## src/rtl/game_state_regs.sv

```systemverilog
// Game state register file: score/fruits/lives, frame countdown, sequential BCD score.
// Optional best-score tracking is built when HISCORE_EN is defined.
module game_state_regs #(
    parameter logic [31:0] TIME_FRAMES = 32'd3600,
    parameter int          SCORE_W     = 10
) (
    input  logic               Clk,
    input  logic               Reset,
    input  logic               restart,
    input  logic               frame_clk,
    input  logic               timer_en,
    input  logic               Load_S,
    input  logic               Load_F,
    input  logic               Load_L,
    input  logic [SCORE_W-1:0] score_to_reg,
    input  logic [3:0]         fruits_to_reg,
    input  logic [7:0]         lives_to_reg,
    input  logic               win,
    input  logic               lose,
    output logic [SCORE_W-1:0] score_from_reg,
    output logic [3:0]         fruits_from_reg,
    output logic [1:0]         lives_from_reg,
    output logic [31:0]        counter,
    output logic [15:0]        score_bcd,
    output logic               bcd_busy,
    output logic [SCORE_W-1:0] hiscore
);

    localparam int SR_W  = 16 + SCORE_W;
    localparam int CNT_W = $clog2(SCORE_W) + 1;

    typedef enum logic [1:0] {
        BCD_IDLE,
        BCD_SHIFT,
        BCD_DONE
    } bcd_state_t;

    bcd_state_t bcd_state, bcd_state_nxt;

    logic              clear;
    logic              fclk_s1, fclk_s2;
    logic              tick;
    logic [SR_W-1:0]   shift_reg;
    logic [SR_W-1:0]   shift_adj;
    logic [CNT_W-1:0]  shift_cnt;
    logic [SCORE_W-1:0] last_val;
    logic              pending;
    logic              score_changed;
    logic              start_conv;

    assign clear = Reset | restart;
    assign tick  = fclk_s1 & ~fclk_s2;

    // Game registers: restart takes priority over any same-cycle load.
    always_ff @(posedge Clk) begin
        if (clear) begin
            score_from_reg  <= '0;
            fruits_from_reg <= '0;
            lives_from_reg  <= '0;
        end else begin
            if (Load_S) score_from_reg  <= score_to_reg;
            if (Load_F) fruits_from_reg <= fruits_to_reg;
            if (Load_L) lives_from_reg  <= (lives_to_reg > 8'd3) ? 2'd3 : lives_to_reg[1:0];
        end
    end

    always_ff @(posedge Clk) begin
        if (clear) begin
            fclk_s1 <= 1'b0;
            fclk_s2 <= 1'b0;
            counter <= TIME_FRAMES;
        end else begin
            fclk_s1 <= frame_clk;
            fclk_s2 <= fclk_s1;
            if (tick && timer_en && counter != 32'd0)
                counter <= counter - 32'd1;
        end
    end

    function automatic logic [15:0] dabble_adjust(input logic [15:0] d);
        logic [15:0] r;
        r = d;
        for (int i = 0; i < 4; i++) begin
            if (d[4*i +: 4] >= 4'd5)
                r[4*i +: 4] = d[4*i +: 4] + 4'd3;
        end
        return r;
    endfunction

    assign shift_adj     = {dabble_adjust(shift_reg[SR_W-1 -: 16]), shift_reg[SCORE_W-1:0]};
    assign score_changed = (score_from_reg != last_val);
    assign bcd_busy      = (bcd_state != BCD_IDLE);

    always_comb begin
        bcd_state_nxt = bcd_state;
        start_conv    = 1'b0;
        case (bcd_state)
            BCD_IDLE: begin
                if (score_changed) begin
                    start_conv    = 1'b1;
                    bcd_state_nxt = BCD_SHIFT;
                end
            end
            BCD_SHIFT: begin
                if (shift_cnt == CNT_W'(SCORE_W - 1))
                    bcd_state_nxt = BCD_DONE;
            end
            BCD_DONE: begin
                // Chain straight into the next conversion if the score moved meanwhile.
                if (pending || score_changed) begin
                    start_conv    = 1'b1;
                    bcd_state_nxt = BCD_SHIFT;
                end else begin
                    bcd_state_nxt = BCD_IDLE;
                end
            end
            default: bcd_state_nxt = BCD_IDLE;
        endcase
        if (restart) begin
            bcd_state_nxt = BCD_IDLE;
            start_conv    = 1'b0;
        end
    end

    always_ff @(posedge Clk) begin
        if (clear) begin
            bcd_state <= BCD_IDLE;
            shift_reg <= '0;
            shift_cnt <= '0;
            last_val  <= '0;
            pending   <= 1'b0;
            score_bcd <= '0;
        end else begin
            bcd_state <= bcd_state_nxt;
            if (bcd_state == BCD_DONE)
                score_bcd <= shift_reg[SR_W-1 -: 16];
            if (start_conv) begin
                shift_reg <= {16'd0, score_from_reg};
                shift_cnt <= '0;
                last_val  <= score_from_reg;
                pending   <= 1'b0;
            end else if (bcd_state == BCD_SHIFT) begin
                shift_reg <= {shift_adj[SR_W-2:0], 1'b0};
                shift_cnt <= shift_cnt + CNT_W'(1);
                if (score_changed)
                    pending <= 1'b1;
            end
        end
    end

`ifdef HISCORE_EN
    always_ff @(posedge Clk) begin
        if (Reset)
            hiscore <= '0;
        else if (!restart && (win || lose) && score_from_reg > hiscore)
            hiscore <= score_from_reg;
    end
`else
    logic unused_end_pulse;
    assign unused_end_pulse = win | lose;
    assign hiscore          = '0;
`endif

endmodule

```

## config.mk

```make
export PLATFORM = sky130hd
export DESIGN_NAME = game_state_regs
export DESIGN_NICKNAME = d
export VERILOG_FILES = /design/src/rtl/game_state_regs.sv
export SDC_FILE = /design/constraint.sdc
export NUM_CORES = 1
export LEC_CHECK = 0
export BUFFER_PORTS_ARGS = -buffer_cell sky130_fd_sc_hd__buf_2
export CAP_MARGIN = 20
export CELL_PAD_IN_SITES_DETAIL_PLACEMENT = 1
export CELL_PAD_IN_SITES_GLOBAL_PLACEMENT = 1
export CORE_MARGIN = 3
export CORE_UTILIZATION = 30
export CTS_BUF_LIST = sky130_fd_sc_hd__clkbuf_8
export DETAILED_ROUTE_END_ITERATION = 16
export PLACE_DENSITY_LB_ADDON = 0.1
export SETUP_SLACK_MARGIN = 0.4
export SKIP_LAST_GASP = 1
export SYNTH_ARGS = -nofsm -noshare
export SYNTH_HDL_FRONTEND = slang
export SYNTH_SLANG_ARGS = --single-unit
```

## constraint.sdc

```tcl
create_clock -name Clk -period 5.2 [get_ports Clk]
set_input_delay 0.52 -clock Clk [delete_from_list [all_inputs] [get_ports Clk]]
set_output_delay 0.52 -clock Clk [all_outputs]
set_load 0.1 [all_outputs]
```

==> results of run 1 <==
-- final cells by class --
class / instances / area (µm²) / area share
Clock inverter: 7 / 63.81 / 0.01101
Inverter: 11 / 41.29 / 0.007124
Sequential cell: 110 / 2202 / 0.3800
Clock buffer: 9 / 123.9 / 0.02137
Timing Repair Buffer: 101 / 523.0 / 0.09024
Tap cell: 216 / 270.3 / 0.04663
Multi-Input combinational cell: 420 / 2571 / 0.4437
-- worst max path at each step --
stage	start	end	slack, ps	cells past startpoint
final	counter[0]$_SDFFE_PP0P_	counter[6]$_SDFFE_PP0P_	2330	7
after global routing	counter[0]$_SDFFE_PP0P_	counter[6]$_SDFFE_PP0P_	2070	7
after CTS	counter[0]$_SDFFE_PP0P_	counter[6]$_SDFFE_PP0P_	2340	7
after detailed placement	counter[0]$_SDFFE_PP0P_	counter[9]$_SDFFE_PP1P_	2370	7
after global placement	counter[0]$_SDFFE_PP0P_	counter[8]$_SDFFE_PP0P_	2340	7
after floorplan	counter[0]$_SDFFE_PP0P_	counter[1]$_SDFFE_PP0P_	2240	8
-- power breakdown --
part	internal, mW	switching, mW	leakage (nW)
sequential	0.851	0.00987	0.888
clock	0.185	0.325	0.0903
combinational	0.0379	0.139	1.34
-- metrics by stage --
| stage | utilization | instances |
|---|---|---|
| after floorplan | - | 583 |
| after global placement | 0.3492 | 858 |
| after detailed placement | 0.3492 | 858 |
| after CTS | 0.3609 | 874 |
| after global routing | 0.3609 | 874 |
| final | 0.3609 | 874 |
-- critical path, delay by kind of cell, from the launching register on --
family          cells  cell delay, ps
simple gates        3            1820
fa+ha+maj           1             170
buf+inv             1             120
compound gates      2             360
flops               1             340
-- synthesized netlist by cell type, types with 2 or more instances --
cell      count  area share
dfxtp_1     110        0.44
nand2_1      71       0.054
a21oi_1      56       0.056
nor2_1       45       0.034
clkbuf_1     28       0.021
mux2i_1      23       0.046
o21ai_0      23       0.023
or3_1        21       0.026
xnor2_1      17       0.030
nor4_1       15       0.019
ha_1         12       0.030
inv_1        11      0.0083
nand3_1      11       0.011
nor3_1       11       0.011
a22o_1       10       0.018
buf_4        10       0.015
a221o_1       8       0.016
and3_1        8       0.010
nand2b_1      8       0.010
and2_1        7      0.0088
xor2_1        7       0.012
nand4_1       6      0.0075
or4_1         6      0.0091
o31ai_1       4      0.0060
or2_2         4      0.0050
or3_2         4      0.0060
or4_4         4      0.0091
nor2b_1       3      0.0038
o211ai_1      3      0.0045
a211oi_1      2      0.0030
buf_1         2      0.0015
nand4b_1      2      0.0035
nor4b_1       2      0.0035
o21a_1        2      0.0030
o41ai_1       2      0.0035
-- cells by family after synthesis --
group | synth area share
and+or+nand+nor | 0.2434
buffers and inverters | 0.04928
muxes | 0.04627
adders and majority gates | 0.03017
DFF | 0.4425
other | 0.0007536
AOI/OAI and AO/OA | 0.1453
xor gates and xnor gates | 0.04224
-- layer usage --
metal | vias to the layer above | part of all wire
li1 | 2166 | -
met2 | 65 | 0.50
met3 | 11 | 0.037
met4 | 0 | 0.012
met5 | - | 0
met1 | 2094 | 0.45
==> results.md, run 1 <==
- DRT iter0 DRCs: 228
- TritonCTS buffer count: 9
- Hold Crit Class: in -> reg
- Reg2reg setup slack: 2330 ps
- Area Overhead vs Synth: 16.47%
- Worst-path clk slew: 110 ps
- Final TNS setup: 0 ps
- Critical Path, Cell by Cell: inv_1 > ha_1 > or4b_1 > or4_4 > nor3_1 > o21ai_0 > a21oi_1
- Max FFs per register: 32
- Gpl congestion: 0.7741
- Slowest cell delay on critical path: 830 ps
- Met1 GRT Util: 0.1876
- Slowest CP cell: nor3_1
- Result of the run: complete, no violations
- Gate count of the mapped netlist: 574
- Post-DP HPWL: 9760 µm
- Max transition margin: 0.3201
- Num ports: 107
- Final cycle utilization of the critical path: 0.5525
- Post-Synthesis Cell Area: 0.004976 mm²
- R2R Path End: counter[6]$_SDFFE_PP0P_
- WL/cell: 15.40 µm
- CTS tree: done
- DR pass1 iterations: 4
- Ys Warns: 0
- Crit path kind: reg -> reg
- Synth Register Bits: 110
- Placed instance area: 0.005608 mm²
- Startpoint Class: flop
- # DRC: 0
- GR Layer Usage met3: 0.03800
- WHS: 336.2 ps
- Critical Path End Type: flop
- Distinct cell type count after synthesis: 51
- Design area: 0.005796 mm²
- Total power: 1.549 mW
- Arrival time at the worst endpoint: 3200 ps
- Largest net degree at the start of global routing: 38
- ANT nets after route: 0
- Layout cells sized above 1: 0.2067
- Hold depth: 2
- CTS root buf: clkbuf_8
- Nets@finish: 697
- Final setup viols: 0
- Fillers: 1926
- WHS Endpoint: fclk_s1$_SDFF_PP0_
- First-pass GRT wire length: 22490 µm
- Unrepaired setup endpoints after global routing: false
- Die area: 0.01817 mm²
- Most common cell after layout, fill and taps aside: dfxtp_1
- Final setup margin: 2327 ps
- Place WS: 2366 ps
- Chip width: 134.8 µm
- Req. time, crit path: 5530 ps
- CTS resizes: 0
- Commonest cells after routing, fill and taps aside: dfxtp_1, buf_2, nand2_1
- Slew at the pin closest to its max-slew limit: 1012 ps
- Syn_area_per_cell: 8.669 µm²
- Cell row count: 46
- Slew Viols, Final: 0
- Fmax: 348.1 MHz
- Hold_sp: frame_clk
- EDFF count, synth: 0
- Critical-path maximum fanout: 11
- Max-Cap Viols: 0
- Min Tclk post-route: 2873 ps
- Grt ovf: 0
- Max H-tree Level: 3
- CTS sink count: 110
- Core Area: 0.01606 mm²
- Die H: 134.8 µm
- Routed wire length: 13460 µm
- Top_reg_cell synth: dfxtp_1
- Met2 GRT Util: 0.2676
- Hold Vio Cnt, Final: 0
- Insertion delay to the later sink of the worst-skew pair: 390 ps
- PortBufs: 94
- Worst-case reg-to-reg path depth: 7
- Postcts setup bufs: 0
- Leakage: 2.321 nW
- Register area share after synthesis: 0.4425
- Initial antenna violation count: 0
- Clock Tree Buf Depth: 2
- GR Util All Layers: 0.1528
- Number of vias per cell: 4.961
- Worst Skew: 13.56 ps
- Hold Buf Count CTS: 0
- Reg-to-reg critical path startpoint: counter[0]$_SDFFE_PP0P_
- Max IR drop VDD: 0.1378 mV
- Diode count: 0
- Vias in the first global route: 4430
- Async SR Flop Fraction: 0
- Gr busiest metal: met2
- Initial Util: 0.3099
- Pwr/cell area: 267.3 mW/mm²
- DR vias: 4336
Note: power is estimated with default switching activity, not from simulation.
==> inputs of run 2 (changes only) <==
- clock period: 5.2 -> 3 ns (I/O delays scaled with it)
==> results.md, run 2 (synthesis results as in run 1) <==
- Result of the run: complete, no violations (unchanged)
- Crit. Startpoint: counter[0]$_SDFFE_PP0P_ (unchanged)
- DR vias: 4348 (was 4336)
- Post-DP HPWL: 9807 µm (was 9760 µm)
- TritonCTS buffer count: 9 (unchanged)
- Initial Util: 0.3099 (unchanged)
- Unrepaired setup endpoints after global routing: false (unchanged)
- Req. time, crit path: 3250 ps (was 5530 ps)
- Slew at the pin closest to its max-slew limit: 774.5 ps (was 1012 ps)
- Final setup viols: 0 (unchanged)
- Hold_sp: Load_L (was frame_clk)
- Placed insts: 865 (was 858)
- Clock Tree Buf Depth: 2 (unchanged)
- Pwr/cell area: 482.9 mW/mm² (was 267.3 mW/mm²)
- Core Area: 0.01606 mm² (unchanged)
- Cell row count: 46 (unchanged)
- CTS root buf: clkbuf_8 (unchanged)
- Min Tclk post-route: 2507 ps (was 2873 ps)
- Vias in the first global route: 4479 (was 4430)
- Die area: 0.01817 mm² (unchanged)
- Fmax: 398.9 MHz (was 348.1 MHz)
- Chip width: 134.8 µm (unchanged)
- Area of the multi-input gates: 0.002585 mm² (was 0.002571 mm²)
- WHS: 118.4 ps (was 336.2 ps)
- Max-Cap Viols: 0 (unchanged)
- DR pass1 iterations: 4 (unchanged)
- Most common cell after layout, fill and taps aside: buf_2 (was dfxtp_1)
- CTS sink count: 110 (unchanged)
- Finished Layout Cells: 881 (was 874)
- Register Area: 0.002235 mm² (was 0.002202 mm²)
- Layout cells sized above 1: 0.2526 (was 0.2067)
- Worst-path clk slew: 110 ps (about the same)
- # DRC: 0 (unchanged)
- Max FFs per register: 32 (unchanged)
- Nets@finish: 704 (was 697)
- Max IR drop VDD: 0.2410 mV (was 0.1378 mV)
- Arrival time at the worst endpoint: 2760 ps (was 3200 ps)
- Slew Viols, Final: 0 (unchanged)
- Final core utilization: 0.3702 (was 0.3609)
- Hold Vio Cnt, Final: 0 (unchanged)
- Critical Path End Type: flop (unchanged)
- ANT nets after route: 0 (unchanged)
- Reg2reg setup slack: 490 ps (was 2330 ps)
- Startpoint Class: flop (unchanged)
- Num ports: 107 (unchanged)
- Crit path kind: reg -> reg (unchanged)
- Leakage: 2.396 nW (was 2.321 nW)
- DRT iter0 DRCs: 152 (was 228)
- Initial antenna violation count: 0 (unchanged)
- WL/cell: 15.38 µm (was 15.40 µm)
- Worst Skew: 11.09 ps (was 13.56 ps)
- Postcts setup bufs: 0 (unchanged)
- Die H: 134.8 µm (unchanged)
- Routed wire length: 13550 µm (was 13460 µm)
- PortBufs: 94 (unchanged)
- GR Util All Layers: 0.1538 (was 0.1528)
- Largest net degree at the start of global routing: 39 (was 38)
- Critical-path maximum fanout: 6 (was 11)
- First-pass GRT wire length: 22970 µm (was 22490 µm)
- Commonest cells after routing, fill and taps aside: buf_2, dfxtp_1, nand2_1 (was dfxtp_1, buf_2, nand2_1)
- Max H-tree Level: 3 (unchanged)
- Final TNS setup: 0 ps (unchanged)
- Fillers: 1930 (was 1926)
- Max transition margin: 0.4837 (was 0.3201)
- Hold Crit Class: in -> reg (unchanged)
- Grt ovf: 0 (unchanged)
- Insertion delay to the later sink of the worst-skew pair: 390 ps (about the same)
- Number of vias per cell: 4.935 (was 4.961)
- Reg-to-reg critical path startpoint: counter[0]$_SDFFE_PP0P_ (unchanged)
- CTS tree: done (unchanged)
- Gpl congestion: 0.8020 (was 0.7741)
- Diode count: 0 (unchanged)
- Area Overhead vs Synth: 19.46% (was 16.47%)
- Final cycle utilization of the critical path: 0.8357 (was 0.5525)
run 2: worst max-delay path, stage by stage (launching register included):
cell and delay [ps]:
dfxtp_4 360, inv_1 110, ha_1 170, or4b_4 470, or4_4 480, or4_4 550
a21oi_2 180, nor3_2 50
run 2: worst paths after layout:
path | to | cells after the start
worst max-delay path | counter[1]$_SDFFE_PP0P_ | 7
worst min-delay path | lives_from_reg[1]$_SDFFE_PP0P_ | 2
worst max register to register | counter[1]$_SDFFE_PP0P_ | 7
worst min register to register | score_bcd[15]$_SDFFE_PP0P_ | 2
run 2: stage by stage:
step | area, µm² | power [mW] | setup WS [ps]
global route | 5944 | 3.019 | 397.1
detailed placement | 5693 | 1.843 | 408.8
CTS | 5931 | 2.928 | 401.8
finish | 5944 | 2.870 | 493.0
global placement | 5693 | 1.837 | 442.3
floorplan | 5042 | 1.773 | 373.3
run 2: layout make-up:
type                    count  share of cell area
repair buffers            108             0.09682
clock buffers              11             0.02547
inverters                  11            0.006946
well taps                 216             0.04546
flip-flops and latches    110              0.3759
clock inverters             5             0.01452
multi-input cells         420              0.4349
run 2: routing by layer:
metal	track usage	share of wire	up-vias
li1	-	-	2172
met1	0.1940	0.46	2106
met2	0.2657	0.50	61
met3	0.03912	0.033	9
met4	0.03337	0.0094	0
met5	0	0	-
run 2: timing repair:
item | 4_1_cts | 5_1_grt
endpoints found under the setup margin | 0 | 5
gates resized for setup | 0 | 3
hold buffers | 0 | 0
run 2: where the power goes:
group	total [mW]	leakage (nW)	switching (mW)	internal, mW
combinational	0.314	1.38	0.242	0.0714
sequential	1.49	0.899	0.0175	1.47
clock	1.06	0.122	0.539	0.526
==> inputs of run 3 (changes only) <==
- clock period: 3 -> 2.1 ns (I/O delays scaled with it)
==> results.md, run 3 (synthesis results as in run 1) <==
- Place WS: -245.9 ps (was 408.8 ps)
- Final setup viols: 25 (was 0)
- Min Tclk post-route: 2351 ps (was 2507 ps)
- Met2 GRT Util: 0.3132 (was 0.2657)
- DR pass1 iterations: 4 (unchanged)
- Pwr/cell area: 596.4 mW/mm² (was 482.9 mW/mm²)
- Sw Pwr: 1.208 mW (was 0.7984 mW)
- Hold_sp: Load_L (unchanged)
- Max-Cap Viols: 0 (unchanged)
- DRT iter0 DRCs: 135 (was 152)
- Slew at the pin closest to its max-slew limit: 570.7 ps (was 774.5 ps)
- PortBufs: 94 (unchanged)
- Commonest cells after routing, fill and taps aside: buf_2, nand2_1, dfxtp_1 (was buf_2, dfxtp_1, nand2_1)
- Critical Path End Type: flop (unchanged)
- Layout cells sized above 1: 0.4225 (was 0.2526)
- Switching Share: 0.2878 (was 0.2781)
- Hold Vio Cnt, Final: 0 (unchanged)
- Core Area: 0.01606 mm² (unchanged)
- Comb power frac: 0.147 (was 0.109)
- Total power: 4.197 mW (was 2.870 mW)
- Grt ovf: 0 (unchanged)
- Chip width: 134.8 µm (unchanged)
- Fmax: 425.4 MHz (was 398.9 MHz)
- Max IR drop VDD: 0.2873 mV (was 0.2410 mV)
- Unrepaired setup endpoints after global routing: true (was false)
- CTS sink count: 110 (unchanged)
- Hold Buf Count CTS: 0 (unchanged)
- GR Layer Usage met3: 0.02198 (was 0.03912)
- Diode count: 0 (unchanged)
- DR vias: 4736 (was 4348)
- # DRC: 0 (unchanged)
- WHS: 27.75 ps (was 118.4 ps)
- CTS root buf: clkbuf_8 (unchanged)
- Seq pwr share: 0.502 (was 0.520)
- Num ports: 107 (unchanged)
- Largest net degree at the start of global routing: 26 (was 39)
- Cell row count: 46 (unchanged)
- Gr busiest metal: met2 (unchanged)
- Leakage: 2.846 nW (was 2.396 nW)
- Critical-path maximum fanout: 5 (was 6)
- Pint: 2.989 mW (was 2.072 mW)
- Most common cell after layout, fill and taps aside: buf_2 (unchanged)
- Post-DP HPWL: 10730 µm (was 9807 µm)
- Gpl congestion: 0.7991 (was 0.8020)
- Clock Tree Buf Depth: 2 (unchanged)
- Result of the run: finished with violations (was complete, no violations)
- WL/cell: 16.41 µm (was 15.38 µm)
- Crit. Startpoint: counter[18]$_SDFFE_PP0P_ (was counter[0]$_SDFFE_PP0P_)
- Area Overhead vs Synth: 41.44% (was 19.46%)
- Max transition margin: 0.6167 (was 0.4837)
- GR Util All Layers: 0.1743 (was 0.1538)
- Req. time, crit path: 2360 ps (was 3250 ps)
- Max H-tree Level: 3 (unchanged)
- Failing checks: setup timing
- Final cycle utilization of the critical path: 1.119 (was 0.8357)
- Initial Util: 0.3099 (unchanged)
- First-pass GRT wire length: 25480 µm (was 22970 µm)
- Startpoint Class: flop (unchanged)
- Hold Crit Class: in -> reg (unchanged)
- Clock share of power: 0.351 (was 0.371)
- Reg2reg setup slack: -250 ps (was 490 ps)
- Max FFs per register: 32 (unchanged)
- Worst-path clk slew: 110 ps (about the same)
- Final setup margin: -250.8 ps (was 493.0 ps)
- CTS tree: done (unchanged)
- Initial antenna violation count: 0 (unchanged)
- Vias in the first global route: 4886 (was 4479)
- Met1 GRT Util: 0.2161 (was 0.1940)
- Slew Viols, Final: 0 (unchanged)
- Worst Skew: 16.40 ps (was 11.09 ps)
- Reg-to-reg critical path startpoint: counter[18]$_SDFFE_PP0P_ (was counter[0]$_SDFFE_PP0P_)
- Die H: 134.8 µm (unchanged)
- Nets@finish: 768 (was 704)
- Arrival time at the worst endpoint: 2620 ps (was 2760 ps)
- Die area: 0.01817 mm² (unchanged)
- Insertion delay to the later sink of the worst-skew pair: 390 ps (about the same)
- TritonCTS buffer count: 9 (unchanged)
- Crit path kind: reg -> reg (unchanged)
- ANT nets after route: 0 (unchanged)
- Number of vias per cell: 5.012 (was 4.935)
- Routed wire length: 15510 µm (was 13550 µm)
[run 3: cell count changes in the layout (fill, tap and decap cells not counted), moves of 5 or more]
cell	previous run	this run
buf_4	14	59
dfxtp_4	2	26
dfxtp_1	88	65
a21oi_1	55	37
a21oi_2	1	18
buf_6	0	12
nor2_1	44	36
nor4_4	0	6
nor2_4	0	5
[run 3: through the flow]
stage	area, µm²	util	setup TNS (ps)	std cells
3_5_place_dp	6220	0.3873	-3658	904
3_3_place_gp	6220	0.3873	-3116	904
2_1_floorplan	5315	-	-6288	583
5_1_grt	7038	0.4383	-5613	945
6_report	7038	0.4383	-3159	945
4_1_cts	6902	0.4298	-3835	941
[run 3: critical path: stages (launching register included)]
cell	delay (ps)
dfxtp_4	350
or4_4	570
or4_4	530
or4_4	550
a21oi_4	180
nor3_4	50
[run 3: repair_timing]
action	CTS	global route
hold endpoints to repair	0	0
pin swaps	13	14
gates resized for setup	49	34
endpoints found under the setup margin	73	75
buffers inserted	13	4
gates cloned	8	0
[run 3: per-layer routing]
metal,wire (µm),vias up
li1,-,2323
met1,6968,2326
met2,7894,72
met3,409,15
met4,238,0
met5,0,-
[run 3: final cells by class]
class	count	area, µm²
sequential	110	2323
clock buffer	10	137.6
fill	1835	9020
tap	216	270.3
multi-input combinational	421	2985
timing repair buffer	171	1189
inverter	11	46.29
clock inverter	6	86.33
[run 3: final timing paths]
path | to | depth (start not counted)
worst max-delay path | counter[1]$_SDFFE_PP0P_ | 5
worst min-delay path | lives_from_reg[1]$_SDFFE_PP0P_ | 2
worst max register to register | counter[1]$_SDFFE_PP0P_ | 5
worst min register to register | score_bcd[15]$_SDFFE_PP0P_ | 2
[run 3: power groups by stage]
| stage | Combinational (mW) | Clock, mW | Sequential [mW] |
|---|---|---|---|
| global placement | 0.478 | 0 | 2.15 |
| global route | 0.650 | 1.61 | 2.11 |
| floorplan | 0.309 | 0 | 2.23 |
| finish | 0.616 | 1.47 | 2.11 |
| detailed placement | 0.486 | 0 | 2.15 |
| CTS | 0.603 | 1.53 | 2.11 |
